File: src/rtl/mdu_iter_if.sv
// Issue/result bundle between pipeline control and the iterative multiply/divide unit.
// The issuer drives start/op/in1/in2; the unit returns busy/done, HI/LO and the divide-by-zero flag.
interface mdu_iter_if #(
    parameter int WIDTH = 32
);
    logic             start;
    logic [1:0]       op;
    logic [WIDTH-1:0] in1;
    logic [WIDTH-1:0] in2;
    logic             busy;
    logic             done;
    logic [WIDTH-1:0] hi;
    logic [WIDTH-1:0] lo;
    logic             div_by_zero;

    modport master (
        output start, op, in1, in2,
        input  busy, done, hi, lo, div_by_zero
    );

    modport slave (
        input  start, op, in1, in2,
        output busy, done, hi, lo, div_by_zero
    );
endinterface

File: src/rtl/mdu_iter.sv
// Iterative shift-add multiplier / restoring divider, one bit per cycle, results in HI/LO.
// Optional MDU_EARLY_OUT_EN: multiplies stop as soon as the remaining multiplier bits are zero.
module mdu_iter #(
    parameter int WIDTH = 32
) (
    input  logic        clk,
    input  logic        rst_n,
    mdu_iter_if.slave   bus
);
    localparam int CW = $clog2(WIDTH + 1);
    localparam logic [CW-1:0] LAST_ITER = CW'(WIDTH - 1);

    localparam logic [1:0] S_IDLE = 2'd0;
    localparam logic [1:0] S_CALC = 2'd1;
    localparam logic [1:0] S_FIX  = 2'd2;

    logic [1:0]         r_state;
    logic               r_is_div;
    logic               r_neg_lo;
    logic               r_neg_hi;
    logic               r_div0;
    logic [WIDTH-1:0]   r_opnd;
    logic [2*WIDTH-1:0] r_acc;
    logic [CW-1:0]      r_cnt;
    logic               r_busy;
    logic               r_done;
    logic               r_dbz;
    logic [WIDTH-1:0]   r_hi;
    logic [WIDTH-1:0]   r_lo;

    // Issue-side decode: magnitude of a WIDTH-bit two's complement value always fits WIDTH unsigned bits
    logic             w_is_div;
    logic             w_signed;
    logic             w_s1;
    logic             w_s2;
    logic [WIDTH-1:0] w_mag1;
    logic [WIDTH-1:0] w_mag2;
    logic             w_div0_in;
    logic             w_skip;

    assign w_is_div  = bus.op[1];
    assign w_signed  = ~bus.op[0];
    assign w_s1      = w_signed & bus.in1[WIDTH-1];
    assign w_s2      = w_signed & bus.in2[WIDTH-1];
    assign w_mag1    = w_s1 ? (-bus.in1) : bus.in1;
    assign w_mag2    = w_s2 ? (-bus.in2) : bus.in2;
    assign w_div0_in = w_is_div & (bus.in2 == '0);

    // Multiply step: conditional add into the upper half, then shift the pair right with carry-in
    logic [WIDTH:0]     w_mul_sum;
    logic [2*WIDTH-1:0] w_mul_step;

    assign w_mul_sum  = {1'b0, r_acc[2*WIDTH-1:WIDTH]} + {1'b0, r_opnd};
    assign w_mul_step = r_acc[0] ? {w_mul_sum, r_acc[WIDTH-1:1]}
                                 : {1'b0, r_acc[2*WIDTH-1:1]};

    // Divide step: shifted remainder is WIDTH+1 bits wide, so compare before subtracting
    logic [WIDTH:0]     w_rem_sh;
    logic               w_div_ge;
    logic [WIDTH-1:0]   w_div_diff;
    logic [2*WIDTH-1:0] w_div_step;

    assign w_rem_sh   = r_acc[2*WIDTH-1:WIDTH-1];
    assign w_div_ge   = (w_rem_sh >= {1'b0, r_opnd});
    assign w_div_diff = WIDTH'(w_rem_sh - {1'b0, r_opnd});
    assign w_div_step = w_div_ge ? {w_div_diff, r_acc[WIDTH-2:0], 1'b1}
                                 : {r_acc[2*WIDTH-2:0], 1'b0};

    logic [2*WIDTH-1:0] w_step;
    logic               w_last;
    logic               w_exit;
    logic [2*WIDTH-1:0] w_calc_acc;

    assign w_step = r_is_div ? w_div_step : w_mul_step;
    assign w_last = (r_cnt == LAST_ITER);

`ifdef MDU_EARLY_OUT_EN
    logic [WIDTH-1:0] r_mrem;
    logic             w_mul_exit;
    logic [CW-1:0]    w_shamt;

    // Skipped shifts leave the product sitting high in the accumulator; realign it on exit
    assign w_mul_exit = ~r_is_div & ((r_mrem >> 1) == '0);
    assign w_exit     = w_last | w_mul_exit;
    assign w_shamt    = CW'(WIDTH) - r_cnt - CW'(1);
    assign w_calc_acc = w_mul_exit ? (w_step >> w_shamt) : w_step;
    assign w_skip     = w_div0_in | (~w_is_div & (bus.in2 == '0));
`else
    assign w_exit     = w_last;
    assign w_calc_acc = w_step;
    assign w_skip     = w_div0_in;
`endif

    // Sign fix-up applied in FIX
    logic [2*WIDTH-1:0] w_prod;
    logic [WIDTH-1:0]   w_quot;
    logic [WIDTH-1:0]   w_rem;

    assign w_prod = r_neg_lo ? (-r_acc) : r_acc;
    assign w_quot = r_neg_lo ? (-r_acc[WIDTH-1:0]) : r_acc[WIDTH-1:0];
    assign w_rem  = r_neg_hi ? (-r_acc[2*WIDTH-1:WIDTH]) : r_acc[2*WIDTH-1:WIDTH];

    always_ff @(posedge clk) begin
        if (!rst_n) begin
            r_state  <= S_IDLE;
            r_is_div <= 1'b0;
            r_neg_lo <= 1'b0;
            r_neg_hi <= 1'b0;
            r_div0   <= 1'b0;
            r_opnd   <= '0;
            r_acc    <= '0;
            r_cnt    <= '0;
            r_busy   <= 1'b0;
            r_done   <= 1'b0;
            r_dbz    <= 1'b0;
            r_hi     <= '0;
            r_lo     <= '0;
`ifdef MDU_EARLY_OUT_EN
            r_mrem   <= '0;
`endif
        end else begin
            case (r_state)
                S_IDLE: begin
                    r_done <= 1'b0;
                    r_busy <= bus.start;
                    if (bus.start) begin
                        r_is_div <= w_is_div;
                        r_neg_lo <= w_s1 ^ w_s2;
                        r_neg_hi <= w_is_div & w_s1;
                        r_div0   <= w_div0_in;
                        r_dbz    <= 1'b0;
                        r_cnt    <= '0;
                        r_opnd   <= w_is_div ? w_mag2 : w_mag1;
                        // Divide-by-zero keeps the raw dividend so HI can return it untouched
                        r_acc    <= {{WIDTH{1'b0}},
                                     w_div0_in ? bus.in1 : (w_is_div ? w_mag1 : w_mag2)};
`ifdef MDU_EARLY_OUT_EN
                        r_mrem   <= w_mag2;
`endif
                        r_state  <= w_skip ? S_FIX : S_CALC;
                    end
                end
                S_CALC: begin
                    r_acc <= w_calc_acc;
                    r_cnt <= r_cnt + CW'(1);
`ifdef MDU_EARLY_OUT_EN
                    r_mrem <= r_mrem >> 1;
`endif
                    if (w_exit) begin
                        r_state <= S_FIX;
                    end
                end
                S_FIX: begin
                    if (r_div0) begin
                        r_hi  <= r_acc[WIDTH-1:0];
                        r_lo  <= '1;
                        r_dbz <= 1'b1;
                    end else if (r_is_div) begin
                        r_hi <= w_rem;
                        r_lo <= w_quot;
                    end else begin
                        r_hi <= w_prod[2*WIDTH-1:WIDTH];
                        r_lo <= w_prod[WIDTH-1:0];
                    end
                    r_done  <= 1'b1;
                    r_state <= S_IDLE;
                end
                default: begin
                    r_state <= S_IDLE;
                end
            endcase
        end
    end

    assign bus.busy        = r_busy;
    assign bus.done        = r_done;
    assign bus.hi          = r_hi;
    assign bus.lo          = r_lo;
    assign bus.div_by_zero = r_dbz;

endmodule

File: src/flat_wrapper.sv
// flat-port wrapper written by rule: the top's interface ports become plain ports
module mdu_iter_flat 
#(
    parameter int WIDTH = 32
)
  (clk, rst_n, bus_start, bus_op, bus_in1, bus_in2, bus_busy, bus_done, bus_hi, bus_lo, bus_div_by_zero);
  mdu_iter_if #(.WIDTH(WIDTH)) bus_i ();
  input  logic clk;
  input  logic rst_n;
  input wire logic [$bits(bus_i.start)-1:0] bus_start;
  input wire logic [$bits(bus_i.op)-1:0] bus_op;
  input wire logic [$bits(bus_i.in1)-1:0] bus_in1;
  input wire logic [$bits(bus_i.in2)-1:0] bus_in2;
  output wire logic [$bits(bus_i.busy)-1:0] bus_busy;
  output wire logic [$bits(bus_i.done)-1:0] bus_done;
  output wire logic [$bits(bus_i.hi)-1:0] bus_hi;
  output wire logic [$bits(bus_i.lo)-1:0] bus_lo;
  output wire logic [$bits(bus_i.div_by_zero)-1:0] bus_div_by_zero;
  assign bus_i.start = bus_start;
  assign bus_i.op = bus_op;
  assign bus_i.in1 = bus_in1;
  assign bus_i.in2 = bus_in2;
  assign bus_busy = bus_i.busy;
  assign bus_done = bus_i.done;
  assign bus_hi = bus_i.hi;
  assign bus_lo = bus_i.lo;
  assign bus_div_by_zero = bus_i.div_by_zero;
  mdu_iter #(.WIDTH(WIDTH)) u_core (.clk(clk), .rst_n(rst_n), .bus(bus_i));
endmodule
File: config.mk
export PLATFORM = sky130hd
export DESIGN_NAME = mdu_iter_flat
export DESIGN_NICKNAME = d
export VERILOG_FILES = /design/src/rtl/mdu_iter_if.sv /design/src/rtl/mdu_iter.sv /design/src/flat_wrapper.sv
export SDC_FILE = /design/constraint.sdc
export NUM_CORES = 1
export LEC_CHECK = 0
export BUFFER_PORTS_ARGS = -buffer_cell sky130_fd_sc_hd__buf_2
export CELL_PAD_IN_SITES_DETAIL_PLACEMENT = 1
export CELL_PAD_IN_SITES_GLOBAL_PLACEMENT = 2
export CORE_MARGIN = 4
export CORE_UTILIZATION = 39
export CTS_BUF_LIST = sky130_fd_sc_hd__clkbuf_4 sky130_fd_sc_hd__clkbuf_8
export DETAILED_ROUTE_END_ITERATION = 10
export GPL_TIMING_DRIVEN = 0
export PLACE_DENSITY = 0.9
export SLEW_MARGIN = 30
export SYNTH_ARGS = -nofsm -noshare
export SYNTH_HDL_FRONTEND = slang
export SYNTH_SLANG_ARGS = --single-unit
export TNS_END_PERCENT = 1
File: constraint.sdc
create_clock -name clk -period 7.95 [get_ports clk]
set_input_delay 0.3975 -clock clk [delete_from_list [all_inputs] [get_ports clk]]
set_output_delay 0.3975 -clock clk [all_outputs]
set_load 0.02 [all_outputs]
==> run_results.csv, run 1 <==
group,metric,value,unit
status,status,"completed",
sta,setup-violations-final,0,
clock_network,path_clk_slew,120,ps
logic_synthesis,synth-seq-cells,175,
route,drt-initial-drc-count,1880,
logic_synthesis,synth_cell_types,88,
placed_design,io_buffers,135,
sta,period_minus_slack,4970,ps
logic_synthesis,synth_top_family_by_area,"compound AO/OA/AOI/OAI gates",
clock_network,clk_latency,540,ps
floorplan,initial_core_util,0.398,
layout,drive_gt1_frac,0.100,
setup_path,crit_buf_inv,3,
global_routing,overflow,0,
placed_design,gp_congestion,0.964,
power_and_ir_drop,p_leak,6.88,nW
logic_synthesis,synth_area_leaders,"dfxtp_1 23%, a21oi_1 7.6%, o21ai_0 5.7%",
route,via_count,18200,
sta,finalHoldViolCount,0,
logic_synthesis,yosys.area_share.simple,0.212,
sta,final.setup.tns,0,ps
clock_network,hold_buffers,0,
setup_path,critPathArrivalTime,5350,ps
route,wl_per_cell,28.3,µm
setup_path,crit_required,8330,ps
logic_synthesis,ys_seq_area_frac,0.226,
clock_network,cts_buffers,17,
route,wl,80500,µm
setup_path,critPathCaptureType,"flip-flop",
logic_synthesis,async_flop_share,0,
global_routing,grt_max_degree,22,
logic_synthesis,ys.flop_type,"dfxtp_1",
global_routing,antenna_found_initial,2,
floorplan,rows,72,
sta,fin_worst_skew,34.2,ps
clock_network,post_cts_resized,0,
floorplan,dieArea,42900,µm²
floorplan,die-width,207,µm
layout,final_nets,2448,
placed_design,detailed_place_hpwl,64200,µm
layout,most-common-layout-cells,"235 x a21oi_1, 203 x nor2_1, 197 x nand2_1, 176 x o21ai_0, 175 x dfxtp_1",
setup_path,cp_max_fo,10,
layout,final_common_cell,"a21oi_1",
sta,max_freq,201,MHz
floorplan,pin_count,136,
route,postRouteAntennaNets,0,
min_path,worstHoldPathType,"input pin to flip-flop",
route,drc,0,
global_routing,track_usage,0.358,
clock_network,htreeDepth,4,
floorplan,die_h,207,µm
clock_network,clkSinkCount,175,
power_and_ir_drop,power.density,175,nW/µm²
logic_synthesis,synth_top_area_cell,"dfxtp_1",
clock_network,clk_path_buf_depth,2,
setup_path,cpLargestDelayFamily,"simple AND/OR/NAND/NOR gates",
global_routing,grt_pass1_vias,17800,
logic_synthesis,synth_nets,2294,
clock_network,postCtsSetupBuffers,0,
job,max-cap-violations,0,
logic_synthesis,syn_area_per_cell,7.19,µm²
layout,stdcell_area,17300,µm²
layout,area.growth.synth_to_final,11.4,%
setup_path,cp_cell_sequence,"inv_1 > clkbuf_1 > clkbuf_1 > ha_1 > or3b_2 > nor3_4 > nand4_1 > nor2_1 > nor2_1 > o41ai_1 > xor2_1 > o221ai_1",
route,vias_per_cell,6.41,
clock_network,cts_root_buf,"clkbuf_8",
setup_path,cp-start-kind,"flip-flop",
logic_synthesis,synthXorXnorAreaFrac,0.0900,
sta,worst_pin_slew,1120,ps
placed_design,postPlaceCellArea,16800,µm²
route,drt_first_pass_iters,6,
clock_network,cts_tree,"done",
logic_synthesis,netlist_area,15500,µm²
floorplan,core,38900,µm²
logic_synthesis,synth_top_area_frac,0.226,
setup_path,max_stage_delay,750,ps
logic_synthesis,synth_edf_count,0,
logic_synthesis,muxShareOfSynthArea,0.0414,
logic_synthesis,synth_warnings,0,
logic_synthesis,synth_cells,2154,
sta,slew_headroom,0.245,
logic_synthesis,synth_fa_ha_area_frac,0.0584,
sta,min_period_over_period,0.625,
global_routing,grt_pass1_wl,118000,µm
power_and_ir_drop,vdd_ir_drop_max,0.113,mV
setup_path,slowest_stage,"clkbuf_1",
setup_path,setup.worst_path.class,"flip-flop to flip-flop",
sta,slew_viol_final,0,
logic_synthesis,synth_compound_area_frac,0.311,
sta,grt_setup_unrepaired,"false",
-- per-layer routing --
layer / vias to the layer above / routed length, µm / GRT usage
met2: 925 / 34700 / 0.543
met3: 151 / 6820 / 0.0614
li1: 8175 / - / -
met4: 2 / 3600 / 0.141
met1: 8963 / 35400 / 0.506
met5: - / 7 / 0
-- area by class of cell --
class / count / area (µm²)
tap: 518 / 648
buffer: 174 / 677
sequential: 175 / 3500
clock buffer: 17 / 234
multi-input combinational: 1735 / 11000
timing repair buffer: 135 / 676
fill: 5063 / 21700
inverter: 70 / 263
antenna: 1 / 2.50
clock inverter: 15 / 204
-- kinds of logic after synthesis --
family                   count (synthesis)
AO/OA/AOI/OAI                          756
adder cells (fa/ha/maj)                 71
buffers and inverters                  244
XOR/XNOR                               159
AND/OR/NAND/NOR                        686
flip-flops                             175
multiplexers                            63
-- path summary, 6_finish.rpt --
kind	from	end	slack [ps]	cells after the start
hold reg to reg	u_core.bus.hi[13]	u_core.bus.hi[13]	460	2
setup / recovery	u_core.r_acc[0]	u_core.bus.hi[8]	2980	12
hold / removal	bus_start	u_core.r_state[1]	210	3
setup reg to reg	u_core.r_acc[0]	u_core.bus.hi[8]	2980	12
-- Yosys cell counts (15+ instances only) --
| cell type | instances |
|---|---|
| a21oi_1 | 235 |
| a211oi_1 | 55 |
| inv_1 | 69 |
| nand2_1 | 197 |
| buf_1 | 17 |
| o211ai_1 | 38 |
| o21ai_0 | 176 |
| a21o_1 | 34 |
| xnor2_1 | 82 |
| xor2_1 | 77 |
| nor4_1 | 16 |
| o41ai_1 | 15 |
| ha_1 | 69 |
| nand4_1 | 20 |
| and3_1 | 18 |
| nand3_1 | 55 |
| nand2b_1 | 15 |
| clkbuf_1 | 143 |
| nor2_1 | 203 |
| nor2b_1 | 16 |
| nor3_1 | 60 |
| dfxtp_1 | 175 |
| a31oi_1 | 21 |
| mux2i_1 | 55 |
| or3_1 | 19 |
| o31ai_1 | 23 |
-- worst reg2reg max path: stages, from the launching register on --
cell      delay (ps)
dfxtp_1          470
inv_1            160
clkbuf_1         620
clkbuf_1         750
ha_1             300
or3b_2           540
nor3_4           340
nand4_1          390
nor2_1           220
nor2_1            60
o41ai_1          380
xor2_1           430
o221ai_1         180
-- flip-flops by register name (all words and copies together) (netlist names) --
| register | count |
|---|---|
| u_core.bus.busy | 1 |
| u_core.bus.div_by_zero | 1 |
| u_core.bus.done | 1 |
| u_core.bus.hi | 32 |
| u_core.bus.lo | 32 |
| u_core.r_acc | 64 |
| u_core.r_cnt | 6 |
| u_core.r_div0 | 1 |
| u_core.r_is_div | 1 |
| u_core.r_neg_hi | 1 |
| u_core.r_neg_lo | 1 |
| u_core.r_opnd | 32 |
| u_core.r_state | 2 |
-- power breakdown --
part | switching (W) | internal, W | leakage (nW)
combinational | 0.000891 | 0.000410 | 5.24
clock | 0.000446 | 0.000248 | 0.214
sequential | 0.0000830 | 0.000938 | 1.43
-- through the flow --
step	power (W)	hold slack (ps)	setup slack, ps	util	instances
finish	0.00302	215	2980	0.443	2840
global route	0.00313	248	2930	0.443	2839
CTS	0.00297	197	3120	0.443	2839
detailed placement	0.00229	445	3150	0.432	2807
global placement	0.00227	437	3150	0.432	2807
floorplan	0.00182	448	4840	-	2154
(Power assumes the default switching activity.)
==> inputs of run 2 (changes only) <==
- CORE_UTILIZATION: 39 -> 36
- PLACE_DENSITY: 0.9 -> 0.84
- clock period: 7.95 -> 4.73 ns (I/O delays scaled with it)
==> run 2 against run 1 <==
Net effect: power rose by 68%; non-clock buffer count did not move; combinational power rose by 68%; critical path depth did not move; sequential cell count did not move; count of clock-buffer cells in the layout rose by 1; sequential power rose by 69%; wire length rose by 1.3%; core utilization fell by 3.5 points; via count rose by 0.70%; final cell count rose by 0.74%; cell area barely moved; critical path type unchanged.
==> run_results.csv, run 2 (synthesized netlist as in run 1, its figures left out) <==
group,metric,value,unit
sta,max_freq,217,MHz
clock_network,clk_path_buf_depth,2,
global_routing,grt_max_degree,20,
global_routing,grt_pass1_vias,18200,
layout,area.growth.synth_to_final,11.5,%
floorplan,die_h,215,µm
route,vias_per_cell,6.41,
placed_design,io_buffers,135,
sta,layout_setup_ws,130,ps
sta,setup-violations-final,0,
placed_design,place_ws,154,ps
setup_path,cp-start-kind,"flip-flop",
route,drt-initial-drc-count,1788,
min_path,worstHoldPathType,"input pin to flip-flop",
clock_network,cts_buffers,17,
route,drc,0,
sta,grt_setup_unrepaired,"false",
setup_path,critPathArrivalTime,5020,ps
sta,period_minus_slack,4600,ps
clock_network,hold_buffers,0,
placed_design,gp_congestion,0.984,
sta,hold_ws,75.4,ps
setup_path,setup.worst_path.class,"flip-flop to flip-flop",
sta,fin_worst_skew,24.6,ps
sta,slew_headroom,0.318,
power_and_ir_drop,p_leak,6.88,nW
floorplan,pin_count,136,
clock_network,clk_latency,540,ps
clock_network,cts_root_buf,"clkbuf_8",
status,status,"completed",
global_routing,grt_pass1_wl,120000,µm
layout,final_nets,2448,
sta,finalHoldViolCount,0,
power_and_ir_drop,p_switching,0.00238,W
sta,min_period_over_period,0.973,
sta,slew_viol_final,0,
layout,fillerInstances,5445,
sta,worst_pin_slew,1020,ps
route,via_count,18300,
global_routing,antenna_found_initial,2,
layout,largest_register,"u_core.r_acc",
setup_path,crit_required,5150,ps
power_and_ir_drop,power.density,293,nW/µm²
clock_network,clkSinkCount,175,
setup_path,critPathCaptureType,"flip-flop",
power_and_ir_drop,intPower,0.00268,W
layout,most-common-layout-cells,"235 x a21oi_1, 203 x nor2_1, 197 x nand2_1, 176 x o21ai_0, 175 x dfxtp_1",
layout,final_common_cell,"a21oi_1",
job,max-cap-violations,0,
route,wl_per_cell,28.5,µm
floorplan,initial_core_util,0.367,
power_and_ir_drop,combPwrFrac,0.433,
power_and_ir_drop,p_sw_frac,0.469,
floorplan,dieArea,46400,µm²
power_and_ir_drop,pwr-share-clk,0.228,
floorplan,rows,75,
clock_network,postCtsSetupBuffers,0,
clock_network,htreeDepth,4,
route,postRouteAntennaNets,0,
power_and_ir_drop,pwr-share-seq,0.339,
layout,largest_reg_flops,64,
clock_network,path_clk_slew,130,ps
route,drt_first_pass_iters,5,
setup_path,cp_max_fo,12,
global_routing,overflow,0,
clock_network,cts_tree,"done",
floorplan,core,42200,µm²
route,wl,81500,µm
layout,drive_gt1_frac,0.101,
power_and_ir_drop,vdd_ir_drop_max,0.210,mV
placed_design,detailed_place_hpwl,64800,µm
global_routing,track_usage,0.339,
clock_network,post_cts_resized,0,
floorplan,die-width,215,µm
==> run 2: cell count changes in the layout (fill, tap and decap cells not counted), moves of 2 or more <==
cell | previous run | this run
clkinv_8 | 8 | 3
inv_8 | 2 | 6
clkbuf_1 | 143 | 141
clkinv_4 | 1 | 3
==> run 2: critical path, stage by stage (launching register included) <==
cell and delay, ps:
dfxtp_1 500, inv_1 520, buf_2 510, ha_1 250, or3b_2 540, nor3_4 350, nand4_1 400, o311ai_1 380
nand2_1 150, o41ai_2 290, xnor2_1 210, o2111ai_1 290, nand2_1 80
==> run 2: area by class of cell <==
type / count / area [µm²] / area share
well taps: 539 / 674 / 0.0391
multi-input cells: 1735 / 11000 / 0.640
flip-flops and latches: 175 / 3500 / 0.203
clock inverters: 14 / 160 / 0.00928
plain buffers: 173 / 676 / 0.0392
repair buffers: 136 / 691 / 0.0400
inverters: 70 / 263 / 0.0152
diodes: 1 / 2.50 / 0.000145
clock buffers: 18 / 248 / 0.0144
==> run 2: stage by stage <==
step	power (W)	TNS (ps)	instances	area, µm²	utilization
floorplan	0.00305	0	2154	15500	-
global placement	0.00383	-844	2828	16800	0.399
detailed placement	0.00386	0	2829	16800	0.399
CTS	0.00499	0	2861	17300	0.409
global route	0.00526	0	2860	17300	0.409
finish	0.00506	0	2861	17300	0.409
==> run 2: final timing paths <==
kind / start / endpoint / slack [ps] / cells after the start
max: u_core.r_acc[0] / u_core.bus.hi[22] / 130 / 12
min: bus_in1[15] / u_core.r_acc[15] / 80 / 3
max reg2reg: u_core.r_acc[0] / u_core.bus.hi[22] / 130 / 12
min reg2reg: u_core.bus.hi[13] / u_core.bus.hi[13] / 460 / 2
==> run 2: layer usage <==
metal / share of wire / track usage
met5: 0 / 0
met4: 0.052 / 0.153
met3: 0.077 / 0.0448
met2: 0.44 / 0.529
met1: 0.43 / 0.468
==> run 2: power groups by stage <==
| stage | clock (W) | combinational, W | sequential (W) |
|---|---|---|---|
| detailed placement | 0 | 0.00212 | 0.00174 |
| global placement | 0 | 0.00209 | 0.00174 |
| CTS | 0.00115 | 0.00213 | 0.00171 |
| floorplan | 0 | 0.00135 | 0.00170 |
| global route | 0.00120 | 0.00234 | 0.00172 |
| finish | 0.00115 | 0.00219 | 0.00172 |
==> inputs of run 3 (changes only) <==
- MAX_ROUTING_LAYER: not set -> met4
==> run 3 against run 2 <==
Net effect: final cell count about the same; combinational power barely moved; sequential power about the same; critical path depth is the same; power is 1.2% higher; core utilization barely moved; register-to-register slack improved by 40 ps; non-clock buffer count did not move; critical path type unchanged; largest cell class unchanged; highest routed layer unchanged.
==> run_results.csv, run 3 (synthesized netlist as in run 1, its figures left out) <==
group,metric,value,unit
status,status,"completed",
min_path,worstHoldPathType,"input pin to flip-flop",
floorplan,rows,75,
setup_path,setup.worst_path.class,"flip-flop to flip-flop",
layout,final_nets,2448,
route,drt_first_pass_iters,7,
setup_path,cp_common_cell,"nand2_1",
global_routing,antenna_found_initial,0,
power_and_ir_drop,power.density,297,nW/µm²
clock_network,hold_buffers,0,
sta,worst_pin_slew,1050,ps
sta,period_minus_slack,4560,ps
sta,final.setup.tns,0,ps
setup_path,worstReg2RegStart,"u_core.r_acc[0]",
setup_path,critPathArrivalTime,5000,ps
clock_network,cts_tree,"done",
layout,largest_reg_flops,64,
setup_path,cp-start-kind,"flip-flop",
sta,setup-violations-final,0,
sta,finalHoldViolCount,0,
placed_design,io_buffers,135,
power_and_ir_drop,combPwrFrac,0.427,
route,via_count,18200,
placed_design,dp_cells,2828,
floorplan,die_h,215,µm
min_path,hp-start,"bus_in1[23]",
setup_path,rrSetupSlack,170,ps
power_and_ir_drop,vdd_ir_drop_max,0.196,mV
power_and_ir_drop,intPower,0.00273,W
global_routing,grt_max_degree,20,
global_routing,grt_pass1_vias,18000,
floorplan,core,42200,µm²
power_and_ir_drop,p_leak,6.88,nW
clock_network,clk_path_buf_depth,2,
placed_design,gp_congestion,0.984,
route,wl_per_cell,28.8,µm
power_and_ir_drop,p_switching,0.00239,W
layout,antenna_cells,0,
min_path,hold_path_end,"u_core.r_acc[23]",
sta,fin_worst_skew,24.3,ps
power_and_ir_drop,pwr-share-clk,0.237,
clock_network,htreeDepth,4,
clock_network,path_clk_slew,120,ps
layout,fillerInstances,5432,
layout,area.growth.synth_to_final,11.6,%
placed_design,detailed_place_hpwl,65400,µm
global_routing,grt_pass1_wl,120000,µm
setup_path,crit_buf_inv,2,
sta,max_freq,219,MHz
sta,grt_setup_unrepaired,"false",
layout,drive_gt1_frac,0.101,
floorplan,initial_core_util,0.367,
sta,layout_setup_ws,170,ps
setup_path,r2r_end,"u_core.bus.hi[22]",
route,drt-initial-drc-count,1601,
global_routing,track_usage,0.352,
clock_network,clk_latency,560,ps
floorplan,die-width,215,µm
layout,most-common-layout-cells,"235 x a21oi_1, 203 x nor2_1, 197 x nand2_1, 176 x o21ai_0, 174 x dfxtp_1",
sta,slew_viol_final,0,
layout,final_cells,2860,
setup_path,cp_cell_sequence,"inv_1 > clkbuf_2 > ha_1 > or3b_2 > nor3_4 > nand4_1 > o311ai_1 > nand2_1 > o41ai_2 > xnor2_1 > o2111ai_1 > nand2_1",
min_path,holdPathStages,3,
route,vias_per_cell,6.35,
power_and_ir_drop,p_sw_frac,0.466,
floorplan,dieArea,46400,µm²
sta,min_period_over_period,0.964,
route,postRouteAntennaNets,0,
route,wl,82500,µm
setup_path,max_stage_delay,530,ps
setup_path,slowest_stage,"inv_1",
job,max-cap-violations,0,
floorplan,pin_count,136,
setup_path,cp_max_fo,12,
clock_network,clkSinkCount,175,
layout,final_common_cell,"a21oi_1",
power_and_ir_drop,power.total,0.00512,W
placed_design,postPlaceCellArea,16800,µm²
power_and_ir_drop,pwr-share-seq,0.336,
global_routing,overflow,0,
clock_network,cts_root_buf,"clkbuf_8",
route,drc,0,
sta,slew_headroom,0.301,
setup_path,crit_required,5170,ps
clock_network,cts_buffers,17,
layout,stdcell_area,17300,µm²
setup_path,critPathCaptureType,"flip-flop",
layout,largest_register,"u_core.r_acc",
setup_path,cpLargestDelayFamily,"simple AND/OR/NAND/NOR gates",
placed_design,place_ws,-279,ps
setup_path,ff2ff_path_depth,12,
## run 3: cell count changes in the layout (fill, tap and decap cells not counted)
cell	delta
dfxtp_2	+1
inv_8	-3
buf_1	+1
bufinv_16	+1
buf_2	-1
clkinv_4	-2
inv_6	+1
clkinvlp_4	+1
clkinv_8	+2
buf_4	+1
buf_8	-1
diode_2	-1
dfxtp_1	-1
## run 3: repair_timing
item | 4_1_cts | 5_1_grt
resized for setup | 1 | 1
setup buffers | 0 | 0
endpoints found under the setup margin | 5 | 4
## run 3: through the flow
step | hold slack [ps] | util
2_1_floorplan | 411 | -
3_3_place_gp | 438 | 0.399
3_5_place_dp | 446 | 0.399
4_1_cts | 22.2 | 0.409
5_1_grt | 42.3 | 0.409
6_report | 43.9 | 0.409
## run 3: routing by layer
layer / GRT usage / vias to the layer above / share of wire
met5: - / - / 0
met4: 0.133 / 0 / 0.042
met2: 0.539 / 816 / 0.44
met3: 0.0521 / 159 / 0.071
li1: - / 8184 / -
met1: 0.470 / 8998 / 0.44
## run 3: area by class of cell
cell class,count,area (µm²),area share
Timing Repair Buffer,136,683,0.0396
Multi-Input combinational cell,1735,11000,0.639
Inverter,70,263,0.0152
Buffer,173,674,0.0390
Sequential cell,175,3500,0.203
Clock inverter,14,188,0.0109
Clock buffer,18,248,0.0143
Tap cell,539,674,0.0390
## run 3: power groups by stage
stage	sequential [W]	combinational [W]	clock, W
floorplan	0.00170	0.00135	0
global placement	0.00174	0.00210	0
detailed placement	0.00175	0.00212	0
CTS	0.00171	0.00214	0.00122
global route	0.00172	0.00233	0.00128
finish	0.00172	0.00219	0.00121
## run 3: how the worst max path moves through the flow
stage,start,endpoint,slack (ps),depth (start not counted)
CTS,u_core.r_acc[0],u_core.bus.hi[22],50,13
finish,u_core.r_acc[0],u_core.bus.hi[22],170,12
floorplan,u_core.r_acc[0],u_core.bus.hi[22],1620,13
global route,u_core.r_acc[0],u_core.bus.hi[22],50,12
global placement,u_core.r_acc[0],u_core.bus.hi[22],-280,13
detailed placement,u_core.r_acc[0],u_core.bus.hi[22],-280,13
## run 3: worst reg2reg max path, cell delays in order, from the launching register on
cell and delay (ps):
dfxtp_1 520, inv_1 530, clkbuf_2 530, ha_1 260
or3b_2 530, nor3_4 320, nand4_1 380, o311ai_1 380
nand2_1 170, o41ai_2 260, xnor2_1 200, o2111ai_1 280
nand2_1 80
